[config.mk]
export PLATFORM = sky130hd
export DESIGN_NAME = cmp_search_ctrl
export DESIGN_NICKNAME = d
export VERILOG_FILES = /design/src/rtl/cmp_search_ctrl.sv
export SDC_FILE = /design/constraint.sdc
export NUM_CORES = 1
export LEC_CHECK = 0
export ABC_AREA = 1
export ABC_CLOCK_PERIOD_IN_PS = 1700
export CORE_MARGIN = 5
export CORE_UTILIZATION = 49
export DETAILED_ROUTE_END_ITERATION = 6
export PLACE_DENSITY = 0.72
export SYNTH_ARGS = -nofsm -noshare
export SYNTH_HDL_FRONTEND = slang
export SYNTH_SLANG_ARGS = --single-unit
export TNS_END_PERCENT = 5
[constraint.sdc]
create_clock -name clk -period 1.7 [get_ports clk]
set_input_delay 0.255 -clock clk [delete_from_list [all_inputs] [get_ports clk]]
set_output_delay 0.255 -clock clk [all_outputs]
set_load 0.01 [all_outputs]
[src/rtl/cmp_search_ctrl.sv]
// Binary-search controller driving the 'a' operand of a magnitude comparator.
// Walks lo/hi bounds from the eq/gt/lt flags until a match or an empty range.
module cmp_search_ctrl #(
   parameter int WIDTH = 4
) (
   input  logic             clk,
   input  logic             rst,
   input  logic             start,
   input  logic             cmp_eq,
   input  logic             cmp_gt,
   input  logic             cmp_lt,
   output logic [WIDTH-1:0] guess,
   output logic             busy,
   output logic             done,
   output logic             found,
   output logic             error,
   output logic [WIDTH-1:0] result,
   output logic [WIDTH-1:0] probe_count
);

   typedef enum logic {IDLE, SEARCH} state_t;

   state_t           state_reg, state_next;
   logic [WIDTH-1:0] lo_reg, lo_next;
   logic [WIDTH-1:0] hi_reg, hi_next;
   logic [WIDTH-1:0] guess_reg, guess_next;
   logic [WIDTH-1:0] result_reg, result_next;
   logic [WIDTH-1:0] probe_count_reg, probe_count_next;
   logic             done_reg, done_next;
   logic             found_reg, found_next;
   logic             error_reg, error_next;
   logic [2:0]       flags;
   logic             flags_onehot;

   // Sum is taken one bit wider so the midpoint never wraps.
   function automatic logic [WIDTH-1:0] midpoint(input logic [WIDTH-1:0] a,
                                                 input logic [WIDTH-1:0] b);
      logic [WIDTH:0] sum;
      sum = {1'b0, a} + {1'b0, b};
      return sum[WIDTH:1];
   endfunction

   assign flags        = {cmp_eq, cmp_gt, cmp_lt};
   assign flags_onehot = (flags == 3'b100) || (flags == 3'b010) || (flags == 3'b001);

   always_ff @(posedge clk) begin
      if (rst) begin
         state_reg       <= IDLE;
         lo_reg          <= '0;
         hi_reg          <= '0;
         guess_reg       <= '0;
         result_reg      <= '0;
         probe_count_reg <= '0;
         done_reg        <= 1'b0;
         found_reg       <= 1'b0;
         error_reg       <= 1'b0;
      end else begin
         state_reg       <= state_next;
         lo_reg          <= lo_next;
         hi_reg          <= hi_next;
         guess_reg       <= guess_next;
         result_reg      <= result_next;
         probe_count_reg <= probe_count_next;
         done_reg        <= done_next;
         found_reg       <= found_next;
         error_reg       <= error_next;
      end
   end

   always_comb begin
      state_next       = state_reg;
      lo_next          = lo_reg;
      hi_next          = hi_reg;
      guess_next       = guess_reg;
      result_next      = result_reg;
      probe_count_next = probe_count_reg;
      done_next        = 1'b0;
      found_next       = found_reg;
      error_next       = error_reg;

      case (state_reg)
         IDLE: begin
            if (start) begin
               lo_next          = '0;
               hi_next          = '1;
               guess_next       = midpoint('0, '1);
               probe_count_next = '0;
               found_next       = 1'b0;
               error_next       = 1'b0;
               result_next      = '0;
               state_next       = SEARCH;
            end
         end
         SEARCH: begin
            probe_count_next = probe_count_reg + 1'b1;
            if (!flags_onehot) begin
               error_next  = 1'b1;
               found_next  = 1'b0;
               result_next = '0;
               done_next   = 1'b1;
               state_next  = IDLE;
            end else if (cmp_eq) begin
               found_next  = 1'b1;
               result_next = guess_reg;
               done_next   = 1'b1;
               state_next  = IDLE;
            end else if (cmp_gt) begin
               // guess==lo means nothing is left below the guess.
               if (guess_reg == lo_reg) begin
                  done_next  = 1'b1;
                  state_next = IDLE;
               end else begin
                  hi_next    = guess_reg - 1'b1;
                  guess_next = midpoint(lo_reg, guess_reg - 1'b1);
               end
            end else begin
               if (guess_reg == hi_reg) begin
                  done_next  = 1'b1;
                  state_next = IDLE;
               end else begin
                  lo_next    = guess_reg + 1'b1;
                  guess_next = midpoint(guess_reg + 1'b1, hi_reg);
               end
            end
         end
         default: state_next = IDLE;
      endcase
   end

   assign guess       = guess_reg;
   assign busy        = (state_reg == SEARCH);
   assign done        = done_reg;
   assign found       = found_reg;
   assign error       = error_reg;
   assign result      = result_reg;
   assign probe_count = probe_count_reg;

endmodule

==> flow_metrics.env <==
export IMPL_status="finished with violations"
export IMPL_violations="negative setup slack"
export IMPL_vias_per_cell=5.13
export IMPL_setup_viol=3
export IMPL_place_congestion=0.911
export IMPL_die_w_um=66.9
export IMPL_clock_skew_ns=0.0178
export IMPL_drt_wl_total_um=4880
export IMPL_powerDensity_nw_per_um2=2040
export IMPL_avgSynthCellArea_um2=6.79
export IMPL_worstPathRequired_ns=1.96
export IMPL_combinationalPowerShare_pct=73.4
export IMPL_wl_per_cell_um=14.4
export IMPL_crit_type="register to register"
export IMPL_syn_area_um2=1590
export IMPL_hold_viol=0
export IMPL_first_global_vias=1570
export IMPL_syn_num_nets=255
export IMPL_coreArea_um2=3080
export IMPL_swShare_pct=46.3
export IMPL_power_total_uw=4970
export IMPL_die_h_um=66.9
export IMPL_drtAntennaViolNets=0
export IMPL_syn_inst=234
export IMPL_rsz0062_at_grt="true"
export IMPL_path_buf_inv=1
export IMPL_drc=0
export IMPL_crit_path_start_kind="register"
export IMPL_p_sw_uw=2300
export IMPL_grt_max_degree=15
export IMPL_h_tree_depth=1
export IMPL_ys_warn_count=0
export IMPL_cts_tree="done"
export IMPL_ir_worst_vdd_v=0.00151
export IMPL_cts_buffer_depth=2
export IMPL_drv_slew=0
export IMPL_r2r_setup_slack_ns=-0.11
export IMPL_drive_gt1_share_pct=34.0
export IMPL_clk_pin_slew_ns=0.16
export IMPL_io_buffer_count=21
export IMPL_seqPwrFrac_pct=18.8
export IMPL_dieArea_um2=4480
export IMPL_path_cells="inv_4 -> ha_4 -> xor2_4 -> ha_1 -> nand3_2 -> nand3b_1 -> nand3_2 -> nand3_2 -> nor2_1 -> nor2_1"
export IMPL_cts_sinks=24
export IMPL_fin_setup_tns_ns=-0.257
export IMPL_clk_insertion_delay_late_ns=0.35
export IMPL_clock_fmax_mhz=551
export IMPL_crit_path_end_kind="register"
export IMPL_crit_fanout=4
export IMPL_cts_hold_buffers_added=0
export IMPL_grt_usage_pct=23.6
export IMPL_max_slew_margin_pct=81.7
export IMPL_max_stage_delay_ns=0.41
export IMPL_antenna_found_initial=0
export IMPL_finalCritPeriodShare_pct=107
export IMPL_place_ws_ns=-0.176
export IMPL_initial_core_util_pct=51.6
export IMPL_grt_pass1_wl_um=7670
export IMPL_worst_slack_ns=-0.113
export IMPL_p_int_uw=2670
export IMPL_overflow=0
export IMPL_crit_path_top_delay_cell="dfxtp_4"
export IMPL_syn_to_final_growth_pct=53.3
export IMPL_row_count=20
export IMPL_p_clk_share_pct=7.8
export IMPL_yosysSeqAreaShare_pct=30.3
export IMPL_min_path_type="register to register"
export IMPL_via_count=1733
export IMPL_antenna_cells=0
export IMPL_drt_first_pass_iters=4
export IMPL_hold_ws_ns=0.470
export IMPL_ys_types=29
export IMPL_cp_top_family="simple AND/OR/NAND/NOR gates"
export IMPL_leakage_uw=0.00109
export IMPL_cts_root_buf="clkbuf_4"
export IMPL_drv_cap=0
export IMPL_min_period_ns=1.81
export IMPL_tightest_slew_ns=0.275
export IMPL_cts_made_buffers=3
export IMPL_crit_top_cell="nand3_2"
export IMPL_nets=316
export IMPL_dp_hpwl_um=3590
export IMPL_io_pins=22
export IMPL_ys_seq_elements=24
export IMPL_nFillCells=223
export IMPL_drtIter0Drc=134
export IMPL_worstPathArrival_ns=2.08
[power groups by stage]
stage	logic [uW]	registers [uW]	clock network, uW
3_5_place_dp	2870	911	0
6_report	3650	935	387
4_1_cts	3300	913	394
2_1_floorplan	1630	958	0
5_1_grt	3970	958	418
3_3_place_gp	2860	906	0
[layer usage]
metal	global-route usage [%]	wire [um]	up-vias
li1	-	-	871
met1	32.2	2290	793
met2	37.0	2170	56
met3	3.04	253	13
met4	9.62	171	0
met5	0	0	-
[worst register-to-register path: cells and delay by family, from the launching register on]
family | cells | cell delay, ns
buffers and inverters | 1 | 0.05
xor gates and xnor gates | 1 | 0.20
DFF | 1 | 0.41
adders and majority gates | 2 | 0.50
and+or+nand+nor | 6 | 0.58
[worst paths after layout]
kind / startpoint / to / cells past startpoint
setup / recovery: guess[1] / guess[2] / 10
hold / removal: result[3] / result[3] / 2
setup reg to reg: guess[1] / guess[2] / 10
hold reg to reg: result[3] / result[3] / 2
[cell type report]
type	count	area [um2]	area share (%)
inverter	30	120	4.94
multi-input combinational	177	1220	50.3
sequential	24	490	20.2
timing repair buffer	59	497	20.4
clock buffer	4	47.5	1.95
tap	44	55.1	2.26
[cell usage after synthesis]
| cell type | number | area [um2] |
|---|---|---|
| o2111ai_1 | 1 | 8.76 |
| nand3_2 | 1 | 10.0 |
| nand3b_1 | 2 | 15.0 |
| nand4_1 | 2 | 12.5 |
| nor2_2 | 2 | 12.5 |
| o21ai_2 | 1 | 8.76 |
| nor2_4 | 3 | 33.8 |
| xor2_1 | 3 | 26.3 |
| a211oi_1 | 1 | 7.51 |
| a21oi_1 | 19 | 95.1 |
| nor2_1 | 32 | 120 |
| nand2_4 | 2 | 22.5 |
| inv_2 | 7 | 26.3 |
| xnor2_1 | 2 | 17.5 |
| clkbuf_1 | 1 | 3.75 |
| nand2_2 | 1 | 6.26 |
| or2_2 | 2 | 12.5 |
| nand3_1 | 14 | 70.1 |
| a22oi_1 | 1 | 7.51 |
| a31oi_1 | 1 | 6.26 |
| nor3_1 | 1 | 5.00 |
| dfxtp_1 | 24 | 480 |
| inv_1 | 23 | 86.3 |
| ha_1 | 13 | 163 |
| o21ai_0 | 7 | 35.0 |
| o22a_1 | 1 | 8.76 |
| fa_1 | 2 | 40.0 |
| nand2_1 | 63 | 236 |
| buf_2 | 2 | 10.0 |
[placed cells by master, fill, tap and decap left out, types with 3 or more instances in the layout]
master,instances
ha_4,8
inv_1,20
nor2_2,3
buf_4,37
clkdlybuf4s50_1,19
nor2_1,31
a21oi_1,16
nand3_1,7
nand2_1,58
o21ai_0,7
nand2_4,4
dfxtp_1,20
ha_1,4
inv_4,3
nand3_2,7
inv_2,7
nor2_4,3
clkbuf_4,3
nand2_2,4
[stage by stage]
step / area [um2] / std cells / util (%)
floorplan: 1640 / 234 / -
global placement: 2170 / 333 / 70.5
detailed placement: 2170 / 333 / 70.5
CTS: 2340 / 338 / 76.0
global route: 2430 / 338 / 79.1
finish: 2430 / 338 / 79.1
[cells by family (layout without fill, tap and decap cells)]
group	Yosys count	count (layout)	synth area share [%]
flops	24	24	30.3
fa+ha+maj	15	15	12.8
compound gates	32	32	11.2
simple gates	125	125	35.1
xor+xnor	5	5	2.76
buf+inv	33	93	7.96
[timing repair]
action / in CTS / in global routing
buffers inserted: 1 / 0
setup endpoints to repair: 9 / 13
pin swaps: 13 / 7
gates resized for setup: 23 / 17
(Power assumes the default switching activity.)
